### src/rtl/hc_sr04_pkg.sv
// Shared constants for the multi-channel HC-SR04 ranging core.
package hc_sr04_pkg;

  // Sequencer states
  localparam logic [2:0] ST_IDLE      = 3'd0;
  localparam logic [2:0] ST_TRIG      = 3'd1;
  localparam logic [2:0] ST_WAIT_RISE = 3'd2;
  localparam logic [2:0] ST_MEASURE   = 3'd3;
  localparam logic [2:0] ST_HOLDOFF   = 3'd4;

  // Register addresses
  localparam logic [4:0] ADDR_CTRL      = 5'd0;
  localparam logic [4:0] ADDR_STATUS    = 5'd1;
  localparam logic [4:0] ADDR_DIST_BASE = 5'd2;

  // CTRL bit positions
  localparam int CTRL_START_BIT = 0;
  localparam int CTRL_CONT_BIT  = 1;
  localparam int CTRL_MASK_LSB  = 8;

  // STATUS bit positions
  localparam int STAT_BUSY_BIT  = 0;
  localparam int STAT_CH_LSB    = 1;
  localparam int STAT_VALID_LSB = 8;
  localparam int STAT_TMO_LSB   = 16;

  // Lowest set bit of m at or above index 'from'; result is {found, index}.
  function automatic logic [3:0] first_set_from(input logic [7:0] m, input logic [3:0] from);
    logic [3:0] r;
    r = 4'b0;
    for (int i = 7; i >= 0; i--) begin
      if (m[i] && (4'(i) >= from)) r = {1'b1, 3'(i)};
    end
    return r;
  endfunction

  // One-hot decode of a channel index.
  function automatic logic [7:0] ch_onehot(input logic [2:0] idx);
    return 8'b1 << idx;
  endfunction

endpackage

### src/rtl/hc_sr04_echo_sync.sv
// N-wide two-flop echo synchroniser with registered edge pulses.
// o_level is delayed one extra flop so that o_rise/o_fall line up with it.
module hc_sr04_echo_sync #(
  parameter int N_CH = 4
) (
  input  logic            clk,
  input  logic            reset,
  input  logic [N_CH-1:0] i_echo,
  output logic [N_CH-1:0] o_level,
  output logic [N_CH-1:0] o_rise,
  output logic [N_CH-1:0] o_fall
);

  logic [N_CH-1:0] r_meta;
  logic [N_CH-1:0] r_sync;
  logic [N_CH-1:0] r_sync_d;
  logic [N_CH-1:0] r_rise;
  logic [N_CH-1:0] r_fall;

  // Synchronise the asynchronous echoes and register their edges
  always_ff @(posedge clk) begin
    if (!reset) begin
      r_meta   <= '0;
      r_sync   <= '0;
      r_sync_d <= '0;
      r_rise   <= '0;
      r_fall   <= '0;
    end else begin
      r_meta   <= i_echo;
      r_sync   <= r_meta;
      r_sync_d <= r_sync;
      r_rise   <= r_sync & ~r_sync_d;
      r_fall   <= ~r_sync & r_sync_d;
    end
  end

  assign o_level = r_sync_d;
  assign o_rise  = r_rise;
  assign o_fall  = r_fall;

endmodule

### src/rtl/hc_sr04_multi_core.sv
// Round-robin N-channel HC-SR04 ranging core on the MMIO slot bus.
// One sensor is triggered at a time; each echo is timed in clock cycles.
module hc_sr04_multi_core
  import hc_sr04_pkg::*;
#(
  parameter int N_CH        = 4,
  parameter int CNT_W       = 24,
  parameter int TRIG_CYC    = 1000,
  parameter int RISE_TO_CYC = 3_000_000,
  parameter int ECHO_TO_CYC = 4_000_000,
  parameter int HOLDOFF_CYC = 6_000_000
) (
  input  logic            clk,
  input  logic            reset,
  input  logic            cs,
  input  logic            read,
  input  logic            write,
  input  logic [4:0]      addr,
  input  logic [31:0]     wr_data,
  output logic [31:0]     rd_data,
  output logic [N_CH-1:0] trigger,
  input  logic [N_CH-1:0] echo
);

  localparam logic [31:0]      TRIG_LAST    = 32'(TRIG_CYC - 1);
  localparam logic [31:0]      RISE_LIMIT   = 32'(RISE_TO_CYC);
  localparam logic [31:0]      HOLDOFF_LAST = 32'(HOLDOFF_CYC - 1);
  localparam logic [CNT_W-1:0] ECHO_LIMIT   = CNT_W'(ECHO_TO_CYC);

  logic                r_cont;
  logic [N_CH-1:0]     r_mask;
  logic [2:0]          r_state;
  logic [2:0]          r_ch;
  logic [31:0]         r_timer;
  logic [CNT_W-1:0]    r_count;
  logic [CNT_W-1:0]    r_dist [N_CH];
  logic [N_CH-1:0]     r_valid;
  logic [N_CH-1:0]     r_tmo;
  logic [N_CH-1:0]     r_trigger;

  logic                w_ctrl_wr;
  logic                w_stat_wr;
  logic                w_start;
  logic [3:0]          w_start_pick;
  logic [3:0]          w_next_pick;
  logic [3:0]          w_wrap_pick;
  logic [3:0]          w_go_pick;
  logic [7:0]          w_go_oh8;
  logic [7:0]          w_ch_oh8;
  logic [N_CH-1:0]     w_go_oh;
  logic [N_CH-1:0]     w_ch_oh;
  logic [N_CH-1:0]     w_level;
  logic [N_CH-1:0]     w_rise;
  logic [N_CH-1:0]     w_fall;
  logic                w_level_ch;
  logic                w_rise_ch;
  logic                w_fall_ch;
  logic [N_CH-1:0]     w_valid_kept;
  logic [N_CH-1:0]     w_tmo_kept;
  logic [31:0]         w_dist_ext [N_CH];
  logic                w_unused_bits;

  hc_sr04_echo_sync #(.N_CH(N_CH)) u_echo_sync (
    .clk     (clk),
    .reset   (reset),
    .i_echo  (echo),
    .o_level (w_level),
    .o_rise  (w_rise),
    .o_fall  (w_fall)
  );

  assign w_ctrl_wr = cs && write && (addr == ADDR_CTRL);
  assign w_stat_wr = cs && write && (addr == ADDR_STATUS);
  assign w_start   = w_ctrl_wr && wr_data[CTRL_START_BIT];

  // A START write also writes MASK, so the first channel comes from the write data.
  assign w_start_pick = first_set_from(8'(wr_data[CTRL_MASK_LSB +: N_CH]), 4'd0);
  assign w_next_pick  = first_set_from(8'(r_mask), {1'b0, r_ch} + 4'd1);
  assign w_wrap_pick  = first_set_from(8'(r_mask), 4'd0);

  // Choose the channel to launch next (found flag in bit 3)
  always_comb begin
    w_go_pick = 4'b0;
    if (r_state == ST_IDLE) w_go_pick = w_start_pick;
    else if (w_next_pick[3]) w_go_pick = w_next_pick;
    else if (r_cont)         w_go_pick = w_wrap_pick;
  end

  assign w_go_oh8   = ch_onehot(w_go_pick[2:0]);
  assign w_go_oh    = w_go_oh8[N_CH-1:0];
  assign w_ch_oh8   = ch_onehot(r_ch);
  assign w_ch_oh    = w_ch_oh8[N_CH-1:0];
  assign w_level_ch = |(w_level & w_ch_oh);
  assign w_rise_ch  = |(w_rise & w_ch_oh);
  assign w_fall_ch  = |(w_fall & w_ch_oh);

  // W1C clears; hardware sets below are applied afterwards so they win.
  assign w_valid_kept = r_valid & ~(w_stat_wr ? wr_data[STAT_VALID_LSB +: N_CH] : '0);
  assign w_tmo_kept   = r_tmo   & ~(w_stat_wr ? wr_data[STAT_TMO_LSB +: N_CH]   : '0);

  // CTRL register: CONT and MASK are stored, START is a pulse
  always_ff @(posedge clk) begin
    if (!reset) begin
      r_cont <= 1'b0;
      r_mask <= '0;
    end else if (w_ctrl_wr) begin
      r_cont <= wr_data[CTRL_CONT_BIT];
      r_mask <= wr_data[CTRL_MASK_LSB +: N_CH];
    end
  end

  // Channel sequencer, echo timing and result/status registers
  always_ff @(posedge clk) begin
    if (!reset) begin
      r_state   <= ST_IDLE;
      r_ch      <= 3'd0;
      r_timer   <= '0;
      r_count   <= '0;
      r_valid   <= '0;
      r_tmo     <= '0;
      r_trigger <= '0;
      for (int i = 0; i < N_CH; i++) r_dist[i] <= '0;
    end else begin
      r_valid <= w_valid_kept;
      r_tmo   <= w_tmo_kept;
      case (r_state)
        ST_IDLE: begin
          if (w_start && w_go_pick[3]) begin
            r_state   <= ST_TRIG;
            r_ch      <= w_go_pick[2:0];
            r_timer   <= '0;
            r_trigger <= w_go_oh;
          end
        end
        ST_TRIG: begin
          if (r_timer == TRIG_LAST) begin
            r_trigger <= '0;
            r_timer   <= '0;
            r_state   <= ST_WAIT_RISE;
          end else begin
            r_timer <= r_timer + 32'd1;
          end
        end
        ST_WAIT_RISE: begin
          if (w_rise_ch) begin
            r_count <= '0;
            r_state <= ST_MEASURE;
          end else if (r_timer == RISE_LIMIT) begin
            for (int i = 0; i < N_CH; i++) if (w_ch_oh[i]) r_dist[i] <= '1;
            r_tmo   <= w_tmo_kept | w_ch_oh;
            r_timer <= '0;
            r_state <= ST_HOLDOFF;
          end else begin
            r_timer <= r_timer + 32'd1;
          end
        end
        ST_MEASURE: begin
          if (w_fall_ch) begin
            for (int i = 0; i < N_CH; i++) if (w_ch_oh[i]) r_dist[i] <= r_count;
            r_valid <= w_valid_kept | w_ch_oh;
            r_tmo   <= w_tmo_kept & ~w_ch_oh;
            r_timer <= '0;
            r_state <= ST_HOLDOFF;
          end else if (r_count == ECHO_LIMIT) begin
            for (int i = 0; i < N_CH; i++) if (w_ch_oh[i]) r_dist[i] <= ECHO_LIMIT;
            r_tmo   <= w_tmo_kept | w_ch_oh;
            r_timer <= '0;
            r_state <= ST_HOLDOFF;
          end else if (w_level_ch && (r_count != '1)) begin
            r_count <= r_count + 1'b1;
          end
        end
        ST_HOLDOFF: begin
          if (r_timer == HOLDOFF_LAST) begin
            if (w_go_pick[3]) begin
              r_state   <= ST_TRIG;
              r_ch      <= w_go_pick[2:0];
              r_timer   <= '0;
              r_trigger <= w_go_oh;
            end else begin
              r_state <= ST_IDLE;
              r_ch    <= 3'd0;
            end
          end else begin
            r_timer <= r_timer + 32'd1;
          end
        end
        default: r_state <= ST_IDLE;
      endcase
    end
  end

  genvar gi;
  generate
    for (gi = 0; gi < N_CH; gi++) begin : g_dist
      assign w_dist_ext[gi] = 32'(r_dist[gi]);
    end
  endgenerate

  // Combinational read mux; unused addresses read zero
  always_comb begin
    rd_data = '0;
    if (addr == ADDR_CTRL) begin
      rd_data[CTRL_CONT_BIT]              = r_cont;
      rd_data[CTRL_MASK_LSB +: N_CH]      = r_mask;
    end else if (addr == ADDR_STATUS) begin
      rd_data[STAT_BUSY_BIT]              = (r_state != ST_IDLE);
      rd_data[STAT_CH_LSB +: 3]           = r_ch;
      rd_data[STAT_VALID_LSB +: N_CH]     = r_valid;
      rd_data[STAT_TMO_LSB +: N_CH]       = r_tmo;
    end else begin
      for (int i = 0; i < N_CH; i++) begin
        if (addr == ADDR_DIST_BASE + 5'(i)) rd_data = w_dist_ext[i];
      end
    end
  end

  assign trigger = r_trigger;

  // Reads have no side effects, so the read strobe is intentionally ignored.
  assign w_unused_bits = &{1'b0, read, wr_data, w_go_oh8, w_ch_oh8};

endmodule
### config.mk
export PLATFORM = sky130hd
export DESIGN_NAME = hc_sr04_multi_core
export DESIGN_NICKNAME = d
export VERILOG_FILES = /design/src/rtl/hc_sr04_pkg.sv /design/src/rtl/hc_sr04_echo_sync.sv /design/src/rtl/hc_sr04_multi_core.sv
export SDC_FILE = /design/constraint.sdc
export NUM_CORES = 1
export LEC_CHECK = 0
export CAP_MARGIN = 20
export CELL_PAD_IN_SITES_DETAIL_PLACEMENT = 1
export CELL_PAD_IN_SITES_GLOBAL_PLACEMENT = 1
export CORE_MARGIN = 1
export CORE_UTILIZATION = 40
export CTS_CLUSTER_SIZE = 8
export DETAILED_ROUTE_END_ITERATION = 6
export GPL_ROUTABILITY_DRIVEN = 0
export GPL_TIMING_DRIVEN = 0
export PLACE_DENSITY_LB_ADDON = 0.1
export SYNTH_ARGS = -nofsm -noshare
export SYNTH_HDL_FRONTEND = slang
export SYNTH_SLANG_ARGS = --single-unit
### constraint.sdc
create_clock -name clk -period 3.3 [get_ports clk]
set_clock_uncertainty 0.15 [all_clocks]
set_input_delay 0.66 -clock clk [delete_from_list [all_inputs] [get_ports clk]]
set_output_delay 0.66 -clock clk [all_outputs]
set_load 0.02 [all_outputs]
== Yosys cells after proc, flatten, opt, wreduce, memory -nomap -nowiden ==
Memories as Yosys holds them, arrays and structs flattened.
Cells that the tools add are included.

* Add/subtract/negate cells: 3
* Magnitude comparators: 4
* Eq/ne operators: 26
* Shifts and indexed selects: 2
* Mux-type cells: 144
* Bitwise logic cells: 27
* Reductions and logical operators: 25

{| class="wikitable"
|+ Operator list
! operator !! number
|-
| $mux W24 || 17
|-
| $mux W32 || 11
|-
| $pmux W32 S5 || 1
|-
| $mux W4 || 33
|-
| $mux W1 || 64
|-
| $pmux W24 S2 || 1
|-
| $add A32 B1 Y32 const B || 1
|-
| $and A4 B4 Y4 || 8
|-
| $eq A32 B10 Y1 const B || 1
|-
| $eq A32 B22 Y1 const B || 1
|-
| $eq A32 B23 Y1 const B || 1
|-
| $mux W3 || 10
|-
| $add A24 B1 Y24 const B || 1
|-
| $eq A24 B22 Y1 const B || 1
|-
| $ne A24 B24 Y1 const B || 1
|-
| $mux W20 || 1
|-
| $not A4 Y4 || 5
|-
| $reduce_and A5 Y1 || 4
|-
| $ne A2 B2 Y1 const B || 8
|-
| $pmux W3 S5 || 1
|-
| $mux W12 || 1
|-
| $or A1 B1 Y1 || 12
|-
| $pmux W4 S3 || 1
|-
| $reduce_or A4 Y1 || 3
|-
| 23 further kinds || 43
|}

* Register bits: 99
* Bits in writable memories: 96
* Logic and storage cells: 246
* Memories kept: 1

{| class="wikitable"
|+ Memories
! memory !! words !! width !! rd ports !! clocked after memory_dff !! wr ports !! RTL line !! source
|-
| r_dist || 4 || 24 || 4 || 0 || 4 || hc_sr04_multi_core.sv:36 || <nowiki>logic [CNT_W-1:0] r_dist [N_CH];</nowiki>
|}

== Longest topological paths before layout ==
Gate-level depths: netlist of run 1.

* Depth after elaboration: 13
* Depth in mapped cells: 11
* Gate-level depth less buffers: 9

== Modules after synthesis ==
Synthesis of run 1 repeated with hierarchy kept, for this count alone.

* Cells, all modules: 1163
* Area, all modules: 10291.1 um^2

{| class="wikitable"
|+ Modules (own cells, without submodules)
! module !! times used !! cells an instance !! area an instance (um^2) !! sequential area each (um^2)
|-
| hc_sr04_multi_core || 1 || 1121 || 9733.1 || 3723.6
|-
| hc_sr04_echo_sync || 1 || 42 || 558.0 || 400.4
|}

== Worst setup path after synthesis of run 1 ==
OpenSTA, ideal clock, no wires.

* Path type: reg2reg
* Start point: register r_count[2]
* End point: memory r_dist[3][0] (enable)
* Arrival time: 2.940 ns
* Path slack: -0.176 ns
* Cell stages (with the launch flop): 8
* Path buffers: 1
* Period minus slack after synthesis: 3.476 ns
* Path through: dfxtp_1 buf_6 or4_1 or4_4 nor2_1 nand2_1 o22ai_1 a311o_1

{| class="wikitable"
|+ RTL lines
! what !! RTL line !! source
|-
| start, declared || hc_sr04_multi_core.sv:35 || <nowiki>logic [CNT_W-1:0] r_count;</nowiki>
|-
| start signal, assigned || hc_sr04_multi_core.sv:170 || <nowiki>r_count <= r_count + 1'b1;</nowiki>
|-
| end, declared || hc_sr04_multi_core.sv:36 ||
|}

== Final worst setup path of run 1 ==
* Start point: input port addr[2]
* End point: output port rd_data[18]

* Cells in the longest elaborated chain, start to end: 7
* Elaborated cells between the ends (all ways): 12
* Those cells by class: 5 x eq/ne; 6 x mux; 1 x reduce/logical

{| class="wikitable"
|+ Ends and longest elaborated chain
! what !! RTL line !! source
|-
| start, declared || hc_sr04_multi_core.sv:18 || <nowiki>input logic [4:0] addr,</nowiki>
|-
| $eq A5 B2 Y1 || hc_sr04_multi_core.sv:213 || <nowiki>if (addr == ADDR_DIST_BASE + 5'(i)) rd_data = w_dist_ext[i];</nowiki>
|-
| $mux W24 || hc_sr04_multi_core.sv:213 ||
|-
| $mux W32 (3 in a row) || hc_sr04_multi_core.sv:213 ||
|-
| $mux W4 || hc_sr04_multi_core.sv:206 || <nowiki>end else if (addr == ADDR_STATUS) begin</nowiki>
|-
| $mux W20 (*) || hc_sr04_multi_core.sv:203 || <nowiki>if (addr == ADDR_CTRL) begin</nowiki>
|-
| end, declared || hc_sr04_multi_core.sv:20 || <nowiki>output logic [31:0] rd_data,</nowiki>
|}

Every way passes the cells marked *; elsewhere a longest branch is shown, timed or not.

==> results.toml, run 1 <==
[outcome]
status = "complete, no violations"

[placed_design]
dp_hpwl_um = 23250
dp.cells = 1484
place_ws_ns = -1.115
port_buffers = 49
placed_cell_area_um2 = 10460

[power]
ir_drop_uv = 294.2
power.density_nw_per_um2 = 485.2
total_leakage_power_uw = 0.004419

[logic_synthesis]
synthCells = 1108
netlist_area_um2 = 9533
ys_ff_latch = 194
synth_top_cell_by_area = "dfxtp_1"
ys_warn_count = 0
synth_edf_count = 24
synth.top_cells.by_area = "dfxtp_1 (36%), edfxtp_1 (7.6%), nor2_1 (5.6%)"
ys_seq_area_share_pct = 43.26
synthDistinctLibCells = 87
avgSynthCellArea_um2 = 8.604
async_reset_ff_share_pct = 0
synthFlopType = "dfxtp_1"
synth_top_area_share_pct = 35.70

[route]
wl_um = 33560
drc = 0
dr_total_vias = 8888
first_iter_violations = 718
drt-pass1-iter-count = 5
vias_per_cell = 5.786
wl_per_cell_um = 21.85
ant_nets = 0

[worst_setup_path]
cp_max_fo = 6
criticalPathCategory = "input port to primary output"
reg2reg_depth = 11
regToRegStartpoint = "r_count[2]"
worstSetupEndpointType = "primary output"
critPathLaunchType = "input port"
crit_arrival_ns = 2.46
crit_start = "addr[2]"
required_ns = 2.49

[clock_network]
clk_latency_ns = 0.46
postCtsHoldBufs = 0
h-tree-depth = 4
cts_buffers = 17
cts_tree = "done"
root_buffer = "clkbuf_16"
clockBufferDepth = 2
cts_sinks = 194
clkTransAtPathRegs_ns = 0.08

[cells_and_area]
ff_latch_area_um2 = 4128
drive_above_1_share_pct = 15.78
mostFrequentLayoutCell = "dfxtp_1"
final_cell_area_um2 = 11540
area_growth_pct = 21.07
nNetsFinal = 1254
fillers = 2807
diodes = 0
multiInputGateArea_um2 = 5110
final_cells = 1536
most-common-layout-cells = "dfxtp_1 (167), nor2_1 (136), nand2_1 (104)"

[global_routing]
grt_pass1_vias = 8825
grt_overflow = 0
grt_usage_pct = 28.43
antenna_found_initial = 0
grt_max_degree = 22
grt_pass1_wl_um = 52200

[sta]
worst_pin_slew_ns = 0.8601
whs_ns = 0.2781
fin_crit_ns = 3.271
slew_viol_final = 0
fin_ws_ns = 0.02904
final.period_utilization_pct = 99.12
fmax_mhz = 305.7
hold_viol = 0
relSlewSlack_pct = 42.66
setup_viol = 0

[die]
die-height_um = 156.4
num_rows = 56
die_area_um2 = 24450
dieWidth_um = 156.4
fp.coreArea_um2 = 23400
pin_count = 82
initial_core_util_pct = 40.73

[min_path]
holdPathStages = 1
hold_path_class = "flip-flop to flip-flop"
min-delay-start = "u_echo_sync.r_sync[2]"

[run]
drv_cap = 0
-- sequential cells by signal, indices dropped and copies added, names as in the netlist --
name,count
r_mask,4
u_echo_sync.r_sync,4
r_state,3
u_echo_sync.o_rise,4
u_echo_sync.o_level,4
r_dist,96
u_echo_sync.o_fall,4
r_ch,2
trigger,4
u_echo_sync.r_meta,4
r_timer,32
r_count,24
r_valid,4
r_cont,1
r_tmo,4
-- area by class of cell --
type	instances	share of cell area (%)
multi-input cells	809	44.28
flip-flops and latches	194	35.77
repair buffers	77	6.266
plain buffers	87	4.282
clock buffers	18	3.903
well taps	319	3.458
clock inverters	14	1.464
inverters	18	0.5854
-- report_power, final --
| group | total [uW] | switching, uW | leakage [uW] | internal [uW] |
|---|---|---|---|---|
| Clock | 2190 | 1110 | 0.000299 | 1080 |
| Sequential | 2500 | 43.8 | 0.00163 | 2460 |
| Combinational | 910 | 558 | 0.00249 | 352 |
| Total | 5600 | 1710 | 0.00442 | 3890 |
-- critical path: stages --
cell and delay [ns]:
dlygate4sd2_1 0.31, or4b_4 0.64, nor2_4 0.25, nand2_1 0.09
nand3_1 0.15, dlygate4sd2_1 0.36
-- routing by layer --
metal | routed length, um | vias to the layer above | global-route usage (%)
met1 | 15290 | 4396 | 39.24
met2 | 15370 | 285 | 45.64
met3 | 2067 | 55 | 3.877
met5 | 0 | - | 0
met4 | 834 | 0 | 9.244
li1 | - | 4152 | -
-- logic make-up (layout without fill, tap and decap cells) --
logic type | after synthesis | in the layout | share of synthesized area (%)
AO/OA/AOI/OAI | 259 | 260 | 18.83
XOR/XNOR | 36 | 36 | 3.307
adder cells (fa/ha/maj) | 4 | 4 | 0.5250
buffers and inverters | 113 | 214 | 5.591
flip-flops | 194 | 194 | 43.26
multiplexers | 30 | 30 | 3.583
other | 1 | 8 | 0.03934
AND/OR/NAND/NOR | 471 | 471 | 24.86
-- repair_timing --
action                                  in CTS  in global routing
resized for setup                          111                 51
buffers inserted                            19                  6
pin swaps                                   11                  6
gates cloned                                 1                  2
endpoints found under the setup margin     183                161
-- synth_stat cells, types with 4 or more instances --
master / instances
ha_1: 4
clkbuf_1: 60
o21a_1: 16
o21ai_0: 50
nand2_1: 107
o31ai_1: 7
o2bb2ai_1: 19
buf_6: 8
inv_1: 18
a211oi_1: 17
xor2_1: 6
a22oi_1: 5
a221oi_1: 5
buf_4: 9
edfxtp_1: 24
nor2_2: 5
nor2_1: 143
a2bb2oi_1: 7
and2_1: 15
a21o_1: 24
nor3b_1: 4
nor4_1: 14
nand3_1: 44
or4_1: 9
nor2b_1: 9
mux2i_1: 24
and3_1: 10
buf_2: 11
a22o_1: 6
xnor2_1: 30
nor3_1: 42
dfxtp_1: 170
o211ai_1: 16
or3_1: 12
a21oi_1: 53
buf_1: 6
nand4_1: 18
nor4b_1: 7
-- metrics by stage --
| stage | setup TNS, ns | util (%) | power [uW] |
|---|---|---|---|
| global placement | -125.05 | 44.68 | 3335 |
| CTS | -0.07325 | 48.87 | 5549 |
| detailed placement | -118.78 | 44.71 | 3352 |
| finish | 0 | 49.32 | 5599 |
| floorplan | 0 | - | 3087 |
| global route | -0.01787 | 49.32 | 5792 |
-- worst paths after layout --
kind | slack, ns | end
setup / recovery | 0.03 | rd_data[18]
hold / removal | 0.28 | u_echo_sync.o_fall[2]
setup reg to reg | 0.08 | r_timer[5]
hold reg to reg | 0.28 | u_echo_sync.o_fall[2]
(Power assumes the default switching activity.)
==> run 2: changes to the inputs <==
--- a/config.mk
+++ b/config.mk
@@ -8,6 +8,7 @@
 export CAP_MARGIN = 20
 export CELL_PAD_IN_SITES_DETAIL_PLACEMENT = 1
 export CELL_PAD_IN_SITES_GLOBAL_PLACEMENT = 1
+export CORE_ASPECT_RATIO = 1.25
 export CORE_MARGIN = 1
 export CORE_UTILIZATION = 40
 export CTS_CLUSTER_SIZE = 8
@@ -15,6 +16,7 @@
 export GPL_ROUTABILITY_DRIVEN = 0
 export GPL_TIMING_DRIVEN = 0
 export PLACE_DENSITY_LB_ADDON = 0.1
+export SLEW_MARGIN = 20
 export SYNTH_ARGS = -nofsm -noshare
 export SYNTH_HDL_FRONTEND = slang
 export SYNTH_SLANG_ARGS = --single-unit
==> run 2 against run 1 <==
Sequential power is essentially flat. Non-clock buffer count grew 16. Global-route usage grew 0.074 points. Largest cell class unchanged. Worst hold slack lost 0.017 ns.
==> results.toml, run 2 (synthesized netlist as in run 1, its figures left out) <==
[outcome]
status = "complete, no violations"

[worst_setup_path]
crit_arrival_ns = 2.44
crit_start = "addr[3]"
worstSetupEndpointType = "primary output"
cp_max_fo = 10
regToRegStartpoint = "r_count[2]"
criticalPathCategory = "input port to primary output"
critPathLaunchType = "input port"
required_ns = 2.49

[route]
dr_total_vias = 8887
vias_per_cell = 5.843
wl_um = 33840
drc = 0
drt-pass1-iter-count = 6
first_iter_violations = 501
ant_nets = 0
wl_per_cell_um = 22.25

[power]
power.density_nw_per_um2 = 473.6
total_leakage_power_uw = 0.004494
p_total_uw = 5499
ir_drop_uv = 363.0

[placed_design]
dp.cells = 1452
placed_cell_area_um2 = 10430
port_buffers = 49
dp_hpwl_um = 23980

[die]
die_area_um2 = 24460
dieWidth_um = 140.1
pin_count = 82
die-height_um = 174.6
fp.coreArea_um2 = 23190
num_rows = 62
initial_core_util_pct = 41.10

[sta]
hold_viol = 0
relSlewSlack_pct = 43.79
timing.setup.tns_ns = 0
slew_viol_final = 0
setup_viol = 0
final.period_utilization_pct = 98.53
fmax_mhz = 307.6
worst_pin_slew_ns = 0.8368
rsz0062_at_grt = "yes"
fin_crit_ns = 3.251

[clock_network]
h-tree-depth = 4
postCtsHoldBufs = 0
clk_latency_ns = 0.46
cts_sinks = 194
clkTransAtPathRegs_ns = 0.08
root_buffer = "clkbuf_16"
clockBufferDepth = 2
cts_tree = "done"
cts_buffers = 17

[run]
drv_cap = 0

[min_path]
hold_path_class = "flip-flop to flip-flop"
min-delay-start = "u_echo_sync.r_sync[2]"

[global_routing]
top_usage_layer = "met2"
grt_max_degree = 20
grt_overflow = 0
grt_pass1_vias = 9106
grt_usage_pct = 28.50
use_met1_pct = 31.59
grt_util_met3_pct = 4.467
grt_pass1_wl_um = 52470
antenna_found_initial = 0
met2_usage_pct = 51.60

[cells_and_area]
final_cells = 1521
reg.largest.list = "r_dist: 96 flops, r_timer: 32 flops, r_count: 24 flops"
largest_register_ffs = 96
most-common-layout-cells = "dfxtp_1 (167), nor2_1 (136), nand2_1 (105)"
final_cell_area_um2 = 11610
mostFrequentLayoutCell = "dfxtp_1"
nNetsFinal = 1270
area_growth_pct = 21.80
drive_above_1_share_pct = 17.19
diodes = 0
top_register = "r_dist"
[run 2: changes by cell type in the layout (fill, tap and decap cells not counted), sizes merged]
cell / previous run / this run
inv: 27 / 28
clkinvlp: 1 / 0
clkinv: 4 / 5
clkbuf: 82 / 85
buf: 61 / 74
clkdlybuf4s15: 9 / 5
dlygate4sd2: 9 / 12
[run 2: cell type report]
cell class                 instances  area, um^2
sequential                       194        4133
timing repair buffer              91       819.5
fill                            2731       11580
clock buffer                      17       425.4
multi-input combinational        809        5120
clock inverter                    15       145.1
buffer                            89       538.0
tap                              288       360.3
inverter                          18       70.07
[run 2: repair_timing]
| action | in CTS | in global routing |
|---|---|---|
| endpoints found under the setup margin | 168 | 162 |
| pin swaps | 10 | 12 |
| gates cloned | 1 | 3 |
| gates resized for setup | 104 | 72 |
| buffers inserted | 17 | 22 |
[run 2: worst max-delay path, stage by stage]
cell and delay, ns:
dlygate4sd2_1 0.33, or4b_4 0.63, clkbuf_8 0.22, o21ai_1 0.20
o21a_1 0.15, clkdlybuf4s15_2 0.25
[run 2: routing by layer]
metal / vias to the layer above / routed length [um]
met2: 220 / 17670
met1: 4374 / 13310
met5: - / 0
met3: 94 / 1149
met4: 0 / 1714
li1: 4199 / -
[run 2: report_power, final]
part | total (uW) | switching, uW | internal (uW)
combinational | 926 | 564 | 362
sequential | 2500 | 43.4 | 2460
clock | 2070 | 1060 | 1010
total | 5500 | 1670 | 3830
[run 2: path summary, 6_finish.rpt]
path                                end  slack, ns  cells after the start
hold reg to reg   u_echo_sync.o_fall[2]       0.26                      1
hold / removal    u_echo_sync.o_fall[2]       0.26                      1
setup reg to reg            r_count[11]       0.08                     11
setup / recovery             rd_data[5]       0.05                      6
[run 2: stage by stage]
step                setup slack [ns]  utilization (%)  hold slack (ns)
detailed placement            -1.331            44.95           0.2517
floorplan                     0.1424                -           0.2316
global route                -0.02609            50.06           0.2728
global placement              -1.580            44.91           0.2462
CTS                         0.003229            48.86           0.2648
finish                       0.04858            50.06           0.2613
==> run 3: changes to the inputs <==
--- a/config.mk
+++ b/config.mk
@@ -7,15 +7,16 @@
 export LEC_CHECK = 0
 export CAP_MARGIN = 20
 export CELL_PAD_IN_SITES_DETAIL_PLACEMENT = 1
-export CELL_PAD_IN_SITES_GLOBAL_PLACEMENT = 1
+export CELL_PAD_IN_SITES_GLOBAL_PLACEMENT = 2
 export CORE_ASPECT_RATIO = 1.25
 export CORE_MARGIN = 1
-export CORE_UTILIZATION = 40
+export CORE_UTILIZATION = 32
 export CTS_CLUSTER_SIZE = 8
 export DETAILED_ROUTE_END_ITERATION = 6
 export GPL_ROUTABILITY_DRIVEN = 0
 export GPL_TIMING_DRIVEN = 0
 export PLACE_DENSITY_LB_ADDON = 0.1
+export RECOVER_POWER = 50
 export SLEW_MARGIN = 20
 export SYNTH_ARGS = -nofsm -noshare
 export SYNTH_HDL_FRONTEND = slang
==> run 3 against run 2 <==
Core utilization shrank 11 points. Register-to-register slack is essentially flat. Worst hold slack worse by 0.0033 ns. Sequential cell count stayed put. Fmax decreased by 0.15%. Critical path depth fell by 1. Sequential share of layout area is 0.51 points higher. Clock power about the same. Combinational power decreased by 9.6%. Non-clock buffer count is 22 lower. Cell count rose by 5.7%. First-iteration DRC count down 19%. Critical endpoint is now rd_data[10].
==> results.toml, run 3 (synthesized netlist as in run 1, its figures left out) <==
[route]
vias_per_cell = 5.400
drc = 0
dr_total_vias = 8678
wl_per_cell_um = 22.45
first_iter_violations = 405
drt-pass1-iter-count = 5
wl_um = 36090
ant_nets = 0

[sta]
fin_ws_ns = 0.04359
hold_viol = 0
whs_ns = 0.2580
fmax_mhz = 307.1
final.period_utilization_pct = 98.68
setup_viol = 0
slew_viol_final = 0
relSlewSlack_pct = 42.28
timing.setup.tns_ns = 0
worst_pin_slew_ns = 0.8659
fin_crit_ns = 3.256

[placed_design]
dp_hpwl_um = 25920
place_ws_ns = -1.553
dp.cells = 1560
port_buffers = 49

[worst_setup_path]
path_cells = "clkdlybuf4s15_1 > or4b_4 > clkbuf_4 > o221ai_1 > clkdlybuf4s15_1"
setup.worst_path.end = "rd_data[10]"
critPathMaxStageDelay_ns = 0.64
cp_max_fo = 10
slowest_stage = "or4b_4"
criticalPathCategory = "input port to primary output"
crit_arrival_ns = 2.45
reg2reg_depth = 9
critPathLaunchType = "input port"
r2r_slack_ns = 0.08
required_ns = 2.49
cpLargestDelayFamily = "buffers and inverters"
worstSetupEndpointType = "primary output"
timing.critical_path.mode_cell = "clkdlybuf4s15_1"
crit_cells = 5
crit_start = "addr[2]"
regToRegStartpoint = "r_count[0]"
crit_buf_inv = 3
r2r_end = "r_dist[3][0]"

[cells_and_area]
most-common-layout-cells = "dfxtp_1 (165), nor2_1 (136), nand2_1 (106)"
area_growth_pct = 20.07
drive_above_1_share_pct = 15.44
fillers = 3482
top_register = "r_dist"
largest_register_ffs = 96
final_cells = 1607
reg.largest.list = "r_dist: 96 flops, r_timer: 32 flops, r_count: 24 flops"
nNetsFinal = 1248
mostFrequentLayoutCell = "dfxtp_1"
diodes = 0

[die]
pin_count = 82
dieWidth_um = 156.4
die-height_um = 195.0
die_area_um2 = 30490
fp.coreArea_um2 = 29250
num_rows = 70
initial_core_util_pct = 32.59

[clock_network]
postCtsHoldBufs = 0
root_buffer = "clkbuf_16"
clk_latency_ns = 0.46
clkTransAtPathRegs_ns = 0.07
cts_sinks = 194
h-tree-depth = 4
clockBufferDepth = 2
cts_tree = "done"
cts_buffers = 17

[power]
power.density_nw_per_um2 = 474.1
total_leakage_power_uw = 0.004355
ir_drop_uv = 327.5

[global_routing]
antenna_found_initial = 0
grt_max_degree = 18
grt_pass1_vias = 8943
grt_usage_pct = 24.52
grt_pass1_wl_um = 55020
grt_overflow = 0

[run]
drv_cap = 0

[outcome]
status = "complete, no violations"

[min_path]
min-delay-start = "u_echo_sync.r_sync[1]"
hold_path_class = "flip-flop to flip-flop"
-- run 3: cell types whose count changed in the layout (fill, tap and decap cells not counted), moves of 5 or more --
| cell | delta |
|---|---|
| dlygate4sd3_1 | +5 |
| buf_12 | -5 |
| clkinvlp_4 | +5 |
| and2_0 | +5 |
| buf_4 | -11 |
| and2_1 | -5 |
| clkdlybuf4s50_1 | -5 |
-- run 3: how the worst min path moves through the flow --
stage,to,depth (start not counted),slack [ns]
3_5_place_dp,u_echo_sync.o_fall[0],1,0.24
2_1_floorplan,u_echo_sync.o_fall[2],1,0.23
5_1_grt,u_echo_sync.o_fall[1],1,0.28
6_report,u_echo_sync.o_fall[1],1,0.26
4_1_cts,u_echo_sync.o_fall[1],1,0.27
3_3_place_gp,u_echo_sync.o_fall[0],1,0.25
-- run 3: final cells by class --
| cell class | count | area, um^2 | share of cell area [%] |
|---|---|---|---|
| Clock buffer | 19 | 432.9 | 3.782 |
| Inverter | 18 | 67.56 | 0.5903 |
| Timing Repair Buffer | 75 | 604.3 | 5.280 |
| Clock inverter | 13 | 130.1 | 1.137 |
| Sequential cell | 194 | 4133 | 36.11 |
| Multi-Input combinational cell | 809 | 5104 | 44.59 |
| Buffer | 83 | 479.2 | 4.187 |
| Tap cell | 396 | 495.5 | 4.329 |
-- run 3: routing by layer --
metal  vias up  part of all wire, %  track usage (%)
met3        57                  2.6            3.351
met4         0                  3.4            10.24
li1       4150                    -                -
met1      4342                   41            27.62
met5         -                    0                0
met2       129                   53            45.59
-- run 3: power by group --
| part | total (uW) | switching, uW | internal (uW) |
|---|---|---|---|
| sequential | 2500 | 44.5 | 2460 |
| clock | 2090 | 1030 | 1060 |
| combinational | 837 | 543 | 294 |
-- run 3: through the flow --
stage / instance area (um^2) / power [uW] / utilization (%)
detailed placement: 10550 / 3381 / 36.07
floorplan: 9567 / 3087 / -
global placement: 10550 / 3373 / 36.07
CTS: 11480 / 5487 / 39.23
finish: 11450 / 5427 / 39.13
global route: 11450 / 5647 / 39.13
-- run 3: repair_timing --
action                                  4_1_cts  5_1_grt
pin swaps                                    15        3
cloned                                        1        1
setup buffers                                25        0
endpoints found under the setup margin      182      141
gates resized for setup                     111       54
